$ cat config.mk
export PLATFORM = sky130hd
export DESIGN_NAME = ccff_chain_loader
export DESIGN_NICKNAME = d
export VERILOG_FILES = /design/src/rtl/ccff_chain_loader.sv
export SDC_FILE = /design/constraint.sdc
export NUM_CORES = 1
export LEC_CHECK = 0
export CORE_UTILIZATION = 55
export DETAILED_ROUTE_END_ITERATION = 8
export PLACE_DENSITY = 0.8
export SETUP_SLACK_MARGIN = 0.15
export SYNTH_ARGS = -nofsm -noshare
export SYNTH_HDL_FRONTEND = slang
export SYNTH_SLANG_ARGS = --single-unit
$ cat constraint.sdc
create_clock -name prog_clk -period 2.4 [get_ports prog_clk]
set_input_delay 0.6 -clock prog_clk [delete_from_list [all_inputs] [get_ports prog_clk]]
set_output_delay 0.6 -clock prog_clk [all_outputs]
set_load 0.01 [all_outputs]
$ cat src/rtl/ccff_chain_loader.sv
// Configuration chain loader: accepts bitstream words over valid/ready and
// shifts exactly CHAIN_LEN bits MSB-first onto the CCFF chain head.
module ccff_chain_loader #(
  parameter int WORD_W    = 8,
  parameter int CHAIN_LEN = 100,
  parameter int CNT_W     = 16
) (
  input  logic              prog_clk,
  input  logic              pReset,
  input  logic              start,
  input  logic [WORD_W-1:0] bs_data,
  input  logic              bs_valid,
  output logic              bs_ready,
  output logic              ccff_head,
  output logic              ccff_en,
  output logic              busy,
  output logic              cfg_done,
  output logic [CNT_W-1:0]  bit_cnt,
  output logic [1:0]        fsm_state
);

  // Handshake: a word transfers on a rising prog_clk edge where bs_valid and
  // bs_ready are both high; bs_ready depends only on the FSM state.
  typedef enum logic [1:0] {IDLE = 2'd0, FETCH = 2'd1, SHIFT = 2'd2, DONE = 2'd3} state_t;

  localparam logic [CNT_W-1:0] LEN  = CNT_W'(CHAIN_LEN);
  localparam logic [CNT_W-1:0] WLEN = CNT_W'(WORD_W);

  state_t             state, state_nxt;
  logic [WORD_W-1:0]  sreg;
  logic [CNT_W-1:0]   wcnt;
  logic [CNT_W-1:0]   remain;
  logic [CNT_W-1:0]   word_len;
  logic               last_bit;
  logic               chain_last;

  // The final word may be partial: only the bits still owed to the chain are shifted.
  assign remain     = LEN - bit_cnt;
  assign word_len   = (remain > WLEN) ? WLEN : remain;
  assign last_bit   = (wcnt == CNT_W'(1));
  assign chain_last = (bit_cnt == LEN - CNT_W'(1));
  assign fsm_state  = state;

  always_ff @(posedge prog_clk) begin
    if (pReset) state <= IDLE;
    else        state <= state_nxt;
  end

  always_comb begin
    state_nxt = state;
    bs_ready  = 1'b0;
    case (state)
      IDLE, DONE: if (start) state_nxt = FETCH;
      FETCH: begin
        bs_ready = 1'b1;
        if (bs_valid) state_nxt = SHIFT;
      end
      SHIFT: if (last_bit) state_nxt = chain_last ? DONE : FETCH;
      default: state_nxt = IDLE;
    endcase
  end

  always_ff @(posedge prog_clk) begin
    if (pReset) begin
      sreg      <= '0;
      wcnt      <= '0;
      bit_cnt   <= '0;
      ccff_head <= 1'b0;
      ccff_en   <= 1'b0;
      busy      <= 1'b0;
      cfg_done  <= 1'b0;
    end else begin
      ccff_head <= 1'b0;
      ccff_en   <= 1'b0;
      case (state)
        IDLE, DONE: begin
          if (start) begin
            bit_cnt  <= '0;
            cfg_done <= 1'b0;
            busy     <= 1'b1;
          end
        end
        FETCH: begin
          if (bs_valid) begin
            sreg <= bs_data;
            wcnt <= word_len;
          end
        end
        SHIFT: begin
          // head and enable move together so the chain samples one cycle later
          ccff_head <= sreg[WORD_W-1];
          ccff_en   <= 1'b1;
          sreg      <= sreg << 1;
          bit_cnt   <= bit_cnt + CNT_W'(1);
          wcnt      <= wcnt - CNT_W'(1);
          if (last_bit && chain_last) begin
            busy     <= 1'b0;
            cfg_done <= 1'b1;
          end
        end
        default: ;
      endcase
    end
  end

endmodule

==> metrics.txt, run 1 <==
Netlist cell types between 50 and 60; CP Capture Type flop; Register-to-Register Setup Slack roughly 0.25 ns; Post-CTS Hold Buffers 0; hold slack between 0.4 and 0.5 ns; synth warn 0; HPWL after DPL a little over 4000 µm; Max Freq approximately 470 MHz; Worst-Margin Slew between 0.4 and 0.5 ns; DRC viols 0; wire length on met1 2790 µm; I/O Buffers 34; core area 4470 µm²; CTS Buf Count 5; post-route setup TNS 0 ns; Crit Path Class reg2reg; vias per cell a little under 6; status finished clean; layout cells sized above 1 11.8%; placed cells 416; Post-Syn Nets 349; CP startpoint wcnt[7]$_SDFFE_PP0P_; Post-Syn Instances 329; Num Clock Sinks 46; post-CTS resize count 0; crit path capture fsm_state[1]$_SDFFE_PP0P_; register area share after synthesis a little over a third; Final min period 2.15 ns; CTS tree done; antenna cells 0; Clock Pin Slew Worst Setup and Hold Paths 0.09 ns; Worst path slowest cell or4_4; total routed wirelength 5900 µm; Worst VDD drop 336 µV; largest net degree at the start of global routing 22; element type at the critical path start flop; Initial Util about 59%; DP Worst Slack around 0.11 ns; commonest cells after routing, fill and taps aside nor2_1 (46), dfxtp_1 (45), clkdlybuf4s50_1 (34), nand2_1 (25), buf_4 (20); die width slightly above 70 µm; Die ar. 5080 µm²; Highest Signal Layer met4; post-CTS setup buffers 0; Pleak 1.15 nW; Seq. cell area between 900 and 1000 µm²; power per cell area 593 nW/µm²; post-route ant nets 0; top cell type's share of synthesized area 34.9%; Slew Viols, Final 0; RSZ-0062 raised after global routing true; final instance area 3260 µm²; Final Setup Violations 0; area occupied by multi-input gates 1630 µm²; Chip Height 71.3 µm; Post-synth EDFFs 0; gr ovfl total 0; R2R cell count 6; max-capacitance violation count 0; count of pins on the block boundary 35; skew final around 0.0052 ns; Synth Register Bits 46; Initial DRC Count 131; gpl congestion 0.848; CP cell instances or4_4 -> nor4_4 -> nand3_2 -> a221o_1 -> or3_1 -> a21oi_2; via count 2460; Met2 Routed Length 2760 µm; Syn-to-layout area delta 23.4%; largest area contributor in the netlist dfxtp_1; placed cell areas 3130 µm²; Main synth FF type dfxtp_1; WHS Path Cells 2; post-route setup slack 0.253 ns; wire length per cell 13.9 µm; number of global-route vias before repair 2216; initial antenna violation count 0; Hold WC Path Type reg2reg; filler instances 352; final net count 391; Final Cycle Share 89.4%; total track usage roughly a quarter; delay of the slowest cell on the worst path 0.56 ns; final hold violation count 0; Max-slew headroom between 60 and 70%; Worst R2R End fsm_state[1]$_SDFFE_PP0P_; clk_lat worst skew 0.32 ns; Worst Path Required 2.66 ns; Non-Filler Instances between 400 and 500; Pre-antenna DRT Iters 4; first-pass GRT wire length 9740 µm; mapped cell area 2640 µm²; Synth area leaders dfxtp_1 (35%), nor2_1 (6.5%), xnor2_1 (4.3%); Root Driver clkbuf_8; WL met3 approximately 250 µm; Core Util, Final between 70% and 80%; H-tree depth 2; crit-path max FO 5; commonest non-fill, non-tap cell in the layout nor2_1; cell row count 24; Avg Inst Size Synth roughly 8 µm²; clock tree buffer depth 2; Tot Pwr 1.93 mW; crit path DAT 2.40 ns; Synth async-reset ratio 0%; R2R Path Start wcnt[7]$_SDFFE_PP0P_
## critical path: cells and delay by family (launching register included)
kind,cells,cell delay (ns)
compound gates,2,0.47
flops,1,0.36
simple gates,4,1.26
## state kept, by name, summed over array words and instances, names as in the netlist
signal,flops
sreg,8
ccff_head,1
cfg_done,1
wcnt,16
busy,1
fsm_state,2
bit_cnt,16
ccff_en,1
## cells in the mapped netlist, drive strengths merged, types with 3 or more instances
| master | n |
|---|---|
| a211oi | 12 |
| a21oi | 17 |
| clkbuf | 18 |
| dfxtp | 46 |
| ha | 8 |
| inv | 11 |
| mux2i | 9 |
| nand2 | 25 |
| nand2b | 4 |
| nand3 | 15 |
| nand4 | 5 |
| nor2 | 46 |
| nor2b | 5 |
| nor3 | 17 |
| nor4 | 5 |
| nor4b | 3 |
| o21ai | 15 |
| or2 | 3 |
| or3 | 4 |
| or4 | 3 |
| xnor2 | 13 |
| xor2 | 13 |
## worst min-delay path by stage
| stage | from | end | slack, ns |
|---|---|---|---|
| after floorplan | sreg[7]$_SDFFE_PP0P_ | ccff_head$_SDFF_PP0_ | 0.43 |
| after global placement | sreg[0]$_SDFFE_PP0P_ | sreg[0]$_SDFFE_PP0P_ | 0.44 |
| after detailed placement | sreg[7]$_SDFFE_PP0P_ | ccff_head$_SDFF_PP0_ | 0.46 |
| after CTS | sreg[0]$_SDFFE_PP0P_ | sreg[0]$_SDFFE_PP0P_ | 0.47 |
| after global routing | sreg[7]$_SDFFE_PP0P_ | ccff_head$_SDFF_PP0_ | 0.50 |
| final | sreg[0]$_SDFFE_PP0P_ | sreg[0]$_SDFFE_PP0P_ | 0.47 |
## per-layer routing
metal  GRT usage, %  vias up
met3           3.80       11
li1               -     1246
met2           39.7       57
met4           10.0        0
met1           31.3     1146
met5              0        -
## power breakdown
group,leakage [nW],internal [mW],switching [mW]
Sequential,0.373,0.817,0.0518
Combinational,0.726,0.217,0.246
Clock,0.0504,0.310,0.292
Total,1.15,1.34,0.590
## kinds of logic (layout without fill, tap and decap cells)
kind of cell / count (synthesis) / after routing / share of synthesized area (%)
fa+ha+maj: 8 / 8 / 3.79
buf+inv: 30 / 73 / 4.26
xor+xnor: 26 / 26 / 8.62
flops: 46 / 46 / 34.9
compound gates: 66 / 66 / 16.4
simple gates: 142 / 142 / 27.8
mux: 11 / 11 / 4.26
## area by class of cell
| class | instances | share of cell area, % |
|---|---|---|
| clock buffers | 5 | 2.11 |
| clock inverters | 3 | 1.38 |
| inverters | 11 | 1.27 |
| repair buffers | 54 | 15.0 |
| multi-input cells | 253 | 49.9 |
| well taps | 52 | 2.00 |
| flip-flops and latches | 46 | 28.3 |
(Power assumes the default switching activity.)
==> run 2: changes to the inputs <==
CAP_MARGIN = 20   (was default)
==> results of run 2 <==
Final layout, timing and power as in run 1 (identical DEF).
